--- config.mk ---
export PLATFORM = sky130hd
export DESIGN_NAME = led_pattern_seq
export DESIGN_NICKNAME = d
export VERILOG_FILES = /design/src/rtl/led_pattern_seq.sv
export SDC_FILE = /design/constraint.sdc
export NUM_CORES = 1
export LEC_CHECK = 0
export ABC_AREA = 1
export CAP_MARGIN = 20
export CORE_UTILIZATION = 50
export CTS_CLUSTER_DIAMETER = 50
export DETAILED_ROUTE_END_ITERATION = 6
export HOLD_SLACK_MARGIN = 0.1
export PLACE_DENSITY_LB_ADDON = 0.2
export SYNTH_ARGS = -nofsm -noshare
export SYNTH_HDL_FRONTEND = slang
export SYNTH_SLANG_ARGS = --single-unit
--- constraint.sdc ---
create_clock -name CLOCK_50 -period 5.8 [get_ports CLOCK_50]
set_input_delay 1.16 -clock CLOCK_50 [delete_from_list [all_inputs] [get_ports CLOCK_50]]
set_output_delay 1.16 -clock CLOCK_50 [all_outputs]
set_load 0.05 [all_outputs]
--- src/rtl/led_pattern_seq.sv ---
// LED pattern sequencer: synchronised switch inputs, SPEED-scaled step prescaler and
// four step patterns (blink, running light, bounce, bar fill) on a registered 10-LED output.
module led_pattern_seq #(
  parameter int unsigned TICK_DIV = 6_250_000
) (
  input  logic       CLOCK_50,
  input  logic       RESET,
  input  logic [1:0] MODE,
  input  logic [1:0] SPEED,
  input  logic       PAUSE,
  output logic [9:0] LEDR,
  output logic       TICK
);

  typedef enum logic [1:0] {
    ModeBlink  = 2'b00,
    ModeRun    = 2'b01,
    ModeBounce = 2'b10,
    ModeBar    = 2'b11
  } mode_e;

  typedef enum logic {
    DirUp   = 1'b0,
    DirDown = 1'b1
  } dir_e;

  logic [1:0] r_mode_s1, r_mode_s2;
  logic [1:0] r_speed_s1, r_speed_s2;
  logic       r_pause_s1, r_pause_s2;

  mode_e       r_mode_q;
  logic [31:0] r_cnt;
  logic [3:0]  r_pos;
  dir_e        r_dir;
  logic [9:0]  r_led;
  logic        r_tick;

  mode_e       w_mode_sync;
  logic [31:0] w_limit;
  logic        w_step;
  logic        w_restart;
  logic [3:0]  w_pos_nxt;
  dir_e        w_dir_nxt;
  logic [9:0]  w_led_nxt;
  logic [10:0] w_bar;
  logic [9:0]  w_led_init;

  always_ff @(posedge CLOCK_50 or posedge RESET) begin
    if (RESET) begin
      r_mode_s1  <= 2'b00;
      r_mode_s2  <= 2'b00;
      r_speed_s1 <= 2'b00;
      r_speed_s2 <= 2'b00;
      r_pause_s1 <= 1'b0;
      r_pause_s2 <= 1'b0;
    end else begin
      r_mode_s1  <= MODE;
      r_mode_s2  <= r_mode_s1;
      r_speed_s1 <= SPEED;
      r_speed_s2 <= r_speed_s1;
      r_pause_s1 <= PAUSE;
      r_pause_s2 <= r_pause_s1;
    end
  end

  // Compare with >= so a SPEED decrease below the running count steps immediately.
  always_comb begin
    w_mode_sync = mode_e'(r_mode_s2);
    w_limit     = 32'(TICK_DIV) << r_speed_s2;
    w_step      = (r_cnt >= (w_limit - 32'd1));
    w_restart   = (w_mode_sync != r_mode_q);
  end

  always_comb begin
    w_pos_nxt = r_pos;
    w_dir_nxt = r_dir;
    w_led_nxt = r_led;
    w_bar     = 11'd0;
    unique case (r_mode_q)
      ModeBlink: begin
        w_led_nxt = ~r_led;
      end
      ModeRun: begin
        w_pos_nxt = (r_pos >= 4'd9) ? 4'd0 : r_pos + 4'd1;
        w_led_nxt = 10'd1 << w_pos_nxt;
      end
      ModeBounce: begin
        // End positions turn around immediately so neither end is shown twice in a row.
        if (r_pos > 4'd9) begin
          w_pos_nxt = 4'd0;
          w_dir_nxt = DirUp;
        end else if (r_dir == DirUp) begin
          if (r_pos == 4'd9) begin
            w_pos_nxt = 4'd8;
            w_dir_nxt = DirDown;
          end else begin
            w_pos_nxt = r_pos + 4'd1;
          end
        end else begin
          if (r_pos == 4'd0) begin
            w_pos_nxt = 4'd1;
            w_dir_nxt = DirUp;
          end else begin
            w_pos_nxt = r_pos - 4'd1;
          end
        end
        w_led_nxt = 10'd1 << w_pos_nxt;
      end
      ModeBar: begin
        w_pos_nxt = (r_pos >= 4'd10) ? 4'd0 : r_pos + 4'd1;
        w_bar     = (11'd1 << w_pos_nxt) - 11'd1;
        w_led_nxt = w_bar[9:0];
      end
      default: begin
        w_pos_nxt = 4'd0;
      end
    endcase
  end

  always_comb begin
    w_led_init = 10'h000;
    if (w_mode_sync == ModeRun || w_mode_sync == ModeBounce) begin
      w_led_init = 10'h001;
    end
  end

  always_ff @(posedge CLOCK_50 or posedge RESET) begin
    if (RESET) begin
      r_mode_q <= ModeBlink;
      r_cnt    <= 32'd0;
      r_pos    <= 4'd0;
      r_dir    <= DirUp;
      r_led    <= 10'h000;
      r_tick   <= 1'b0;
    end else if (w_restart) begin
      r_mode_q <= w_mode_sync;
      r_cnt    <= 32'd0;
      r_pos    <= 4'd0;
      r_dir    <= DirUp;
      r_led    <= w_led_init;
      r_tick   <= 1'b0;
    end else if (r_pause_s2) begin
      r_tick <= 1'b0;
    end else if (w_step) begin
      r_cnt  <= 32'd0;
      r_pos  <= w_pos_nxt;
      r_dir  <= w_dir_nxt;
      r_led  <= w_led_nxt;
      r_tick <= 1'b1;
    end else begin
      r_cnt  <= r_cnt + 32'd1;
      r_tick <= 1'b0;
    end
  end

  assign LEDR = r_led;
  assign TICK = r_tick;

endmodule

After elaboration in Yosys (flattened, before gate mapping). Index checks and enable logic that the tools add are counted. W data, S select, Z words.

Word-level logic and storage cells: 73. Input port bits: 7. Bits in registers: 60. Output and inout port bits: 11.

Eq/ne operators: 8. Magnitude comparators: 4. Add/sub/neg operators: 5. Reductions and logical operators: 9. Bitwise logic cells: 1. Mux-type cells: 30. Shift operators: 4.

Operator list (number): $mux W32 (3); $mux W4 (10); $pmux W10 S4 (1); $add A32 B1 Y32 const B (1); $ge A32 B32 Y1 (1); $shl A23 B2 Y32 const A (1); $sub A32 B1 Y32 const B (1); $mux W10 (3); $shl A1 B4 Y10 const A (3); $mux W1 (12); $pmux W4 S3 (1); $not A10 Y10 (1); $sub A10 B1 Y10 const B (1); $ge A4 B4 Y1 const B (2); $eq A2 B2 Y1 const B (3); $reduce_and A3 Y1 (2); $add A4 B1 Y4 const B (1); $eq A2 B1 Y1 const B (2); $eq A4 B4 Y1 const B (1); $gt A4 B4 Y1 const B (1); $logic_not A4 Y1 (1); $reduce_bool A2 Y1 (2); $reduce_bool A4 Y1 (1); $sub A4 B1 Y4 const B (1); other kinds (5) (5).

Longest topological paths before layout.
Word-level depth: 10. Mapped depth: 18. Mapped depth without buffers: 16.

Worst setup path before layout. OpenSTA, ideal clock, no wires.

Path type: register to register. Start point: register r_speed_s2[0]. End point: register r_led[1], in the netlist LEDR[1]. Library setup time: 118 ps. Cell stages (with the launch flop): 19. Data required time: 5682 ps. Period minus slack after synthesis: 2321 ps. Arrival time: 2203 ps. Slack: 3479 ps. Buffers on the path: 2. Cell sequence: dfrtp_1 -> buf_4 -> nand2_1 -> inv_1 -> ha_1 -> ha_1 -> a21oi_1 -> nand2_1 -> nor2_1 -> nand2_1 -> nand2_1 -> nand2_1 -> nand2_1 -> nand2_4 -> nand2_2 -> nand2_2 -> buf_6 -> nand3_1 -> nand2_1.

Word-level cells in the longest chain between the ends: 5.

RTL lines: from (decl) (line 28) `logic [1:0] r_speed_s1, r_speed_s2;`; from (signal assigned) (line 60) `r_speed_s2 <= r_speed_s1;`; $shl A23 B2 Y32 (line 69) `w_limit = 32'(TICK_DIV) << r_speed_s2;`; $sub A32 B1 Y32 (line 70) `w_step = (r_cnt >= (w_limit - 32'd1));`; $ge A32 B32 Y1 (line 70); $reduce_bool A2 Y1 (no line); $reduce_and A2 Y1 (no line); to (signal assigned) (line 140) `r_led <= w_led_init;`; to (signal assigned) (line 148) `r_led <= w_led_nxt;`; to (decl) (line 35) `logic [9:0] r_led;`.

Every way passes these cells. A chain may end at the register's enable or synchronous reset.

Worst setup path in the final report.
Start point: register r_speed_s2[0]. End point: register r_led[0], in the netlist LEDR[0].

The elaborated chain is that of the path after synthesis.

==> flow_summary.json <==
{
  "gp_congestion": 0.938,
  "synth.area.top_cells": "dfrtp_1 (34%), nand2_1 (13%), ha_1 (9.6%)",
  "crit_top_cell": "nand2_1",
  "drcViolationCount": 0,
  "clkLatencyLatePin_ps": 350,
  "worst_path_largest_cell_delay_ps": 510,
  "ant_nets": 0,
  "grt_max_degree": 61,
  "seq_area_frac_synth_pct": 33.9,
  "hpwl_um": 7740,
  "post_cts_resized": 0,
  "clk_path_buf_depth": 2,
  "grt_pass1_vias": 3810,
  "wl_met3_um": 428,
  "start_util_pct": 52.9,
  "numCtsBuffers": 9,
  "fin_crit_ps": 2880,
  "setup.worst_path.end_class": "register",
  "clock-sinks": 60,
  "layout-drive-gt1-share_pct": 6.43,
  "hp-start": "r_mode_s1[0]",
  "finalSetupViolations": 0,
  "clkSlewWorstSetupHoldPaths_ps": 80,
  "min_path_cells": 0,
  "portBuffers": 17,
  "r2r_slack_ps": 2920,
  "path_cells": "nand2_1, inv_1, ha_1, ha_1, nand3_1, nor2_1, nand3_1, nand2_1, nand2_1, nand2_1, nand2_1, nand2_4, nand2_2, nand2_2, nor2_1, a21oi_1",
  "met2_length_um": 4960,
  "core_um2": 8380,
  "min_period_over_period_pct": 49.6,
  "top_layer": "met4",
  "clockRootBuffer": "clkbuf_8",
  "maxCapViolations": 0,
  "regArea_um2": 1500,
  "synth_edf_count": 0,
  "first_pass_iters": 6,
  "yosys_warnings": 0,
  "synth_seq_cells": 60,
  "wl_per_cell_um": 13.4,
  "cts_tree": "done",
  "viasPerCell": 5.34,
  "worstPathArrival_ps": 3160,
  "met1_length_um": 4570,
  "vias": 4051,
  "tightest_slew_ps": 749,
  "fill_cells": 809,
  "synth_top_area_share_pct": 33.9,
  "die_w_um": 96.1,
  "layout_commonest_cell": "nand2_1",
  "n_antenna_cell": 0,
  "p_per_area_nw_per_um2": 208,
  "r2r_cells": 16,
  "multiInputGateArea_um2": 2570,
  "rsz0062_at_grt": "no",
  "grt_antenna_before_repair": 0,
  "rows": 33,
  "hold_viol_final": 0,
  "p_leak_nw": 2.36,
  "cts_hold_buf": 0,
  "fmax_mhz": 347,
  "critPathKind": "reg -> reg",
  "htreeDepth": 3,
  "fin_nets": 689,
  "async_flop_share_pct": 100,
  "synth_area_um2": 4430,
  "routed_wl_um": 10100,
  "required_ps": 6080,
  "hold_path_class": "reg -> reg",
  "skew_ps": 13.3,
  "track_usage_pct": 24.6,
  "synth.avg_cell_area_um2": 7.05,
  "dieArea_um2": 9240,
  "relSlewSlack_pct": 50.0,
  "drtIter0Drc": 184,
  "layout_common_cells": "nand2_1 (156), nor2_1 (94), inv_1 (69), dfrtp_1 (60), nand3_1 (49)",
  "synthesis.instances": 628,
  "synth.distinct_cells": 40,
  "post-cts-setup-buffer-count": 0,
  "overflow": 0,
  "timing.rr.end": "LEDR[0]",
  "synth_ff_type": "dfrtp_1",
  "slowest_stage": "nand2_2",
  "tns_ps": 0,
  "postLayoutCoreUtil_pct": 57.9,
  "ir_drop_uv": 108,
  "slew_violations": 0,
  "fp.dieH_um": 96.1,
  "io_pins": 18,
  "syn2layout_area_growth_pct": 9.60,
  "timing.rr.start": "r_speed_s2[0]",
  "cp-start-kind": "register",
  "synth_top_cell_by_area": "dfrtp_1",
  "cp_max_fo": 32,
  "min_to": "r_mode_s2[0]",
  "grt_pass1_wl_um": 17300,
  "status": "finished clean"
}
-- Yosys cell counts, types with 3 or more instances --
library cell and instances:
buf_4 6, xnor2_1 8, clkbuf_1 6, nor2_2 5
nand3_1 49, nand4_1 26, nor2_1 94, xor2_1 18
nand2_1 156, nor3_1 9, inv_1 70, nand2_2 3
a21oi_1 21, nor3_2 5, dfrtp_1 60, o21ai_0 20
o21ai_1 6, inv_2 4, ha_1 34
-- per-layer routing --
layer  vias up  GRT usage (%)
met4         0           7.59
li1       2069              -
met5         -              0
met2        91           42.7
met3        16           5.29
met1      1875           30.3
-- sequential cells by signal, indices dropped and copies added, names as in the netlist --
signal,count
r_speed_s2,2
r_pause_s1,1
r_pause_s2,1
r_mode_s1,2
r_mode_s2,2
LEDR,10
r_pos,4
r_mode_q,2
r_cnt,32
TICK,1
r_speed_s1,2
r_dir,1
-- metrics by stage --
stage	hold slack (ps)	setup slack [ps]	power, mW	std cells	cell area [µm²]
after detailed placement	339	2920	0.665	742	4670
after global placement	333	3010	0.661	742	4670
final	355	2920	1.01	758	4860
after global routing	363	2640	1.07	758	4860
after floorplan	331	3160	0.616	634	4450
after CTS	358	2920	1.01	758	4860
-- kinds of logic (layout without fill, tap and decap cells) --
family          count (synthesis)  count (layout)  synth area share, %
simple gates                  358             358                 35.5
flops                          60              60                 33.9
fa+ha+maj                      34              34                 9.60
compound gates                 57              57                 7.17
buf+inv                        91             110                 8.50
xor+xnor                       26              26                 5.14
other cells                     2               8                0.170
-- power by group --
part	total [mW]	leakage (nW)	switching (mW)	internal [mW]
Clock	0.352	0.0868	0.191	0.160
Combinational	0.216	1.47	0.150	0.0659
Sequential	0.443	0.806	0.0147	0.428
-- how the worst max path moves through the flow --
stage | cells after the start | slack, ps | to | startpoint
after global routing | 16 | 2640 | LEDR[0] | r_speed_s2[0]
final | 16 | 2920 | LEDR[0] | r_speed_s2[0]
after detailed placement | 16 | 2920 | LEDR[0] | r_speed_s2[0]
after floorplan | 1 | 3160 | LEDR[0] | RESET
after global placement | 15 | 3010 | r_cnt[28] | r_speed_s2[0]
after CTS | 16 | 2920 | LEDR[0] | r_speed_s2[0]
-- cell type report --
class | instances | area share, %
clock inverters | 7 | 1.21
flip-flops and latches | 60 | 30.9
repair buffers | 18 | 3.66
multi-input cells | 483 | 53.0
inverters | 76 | 5.93
well taps | 105 | 2.71
clock buffers | 9 | 2.55
-- worst max-delay path: cells and delay by family, from the launching register on --
kind                       cells  cell delay, ps
DFF                            1             500
buffers and inverters          1              50
AOI/OAI and AO/OA              1             140
and+or+nand+nor               12            1540
adders and majority gates      2             590
Power figures use the tool's default switching activity.
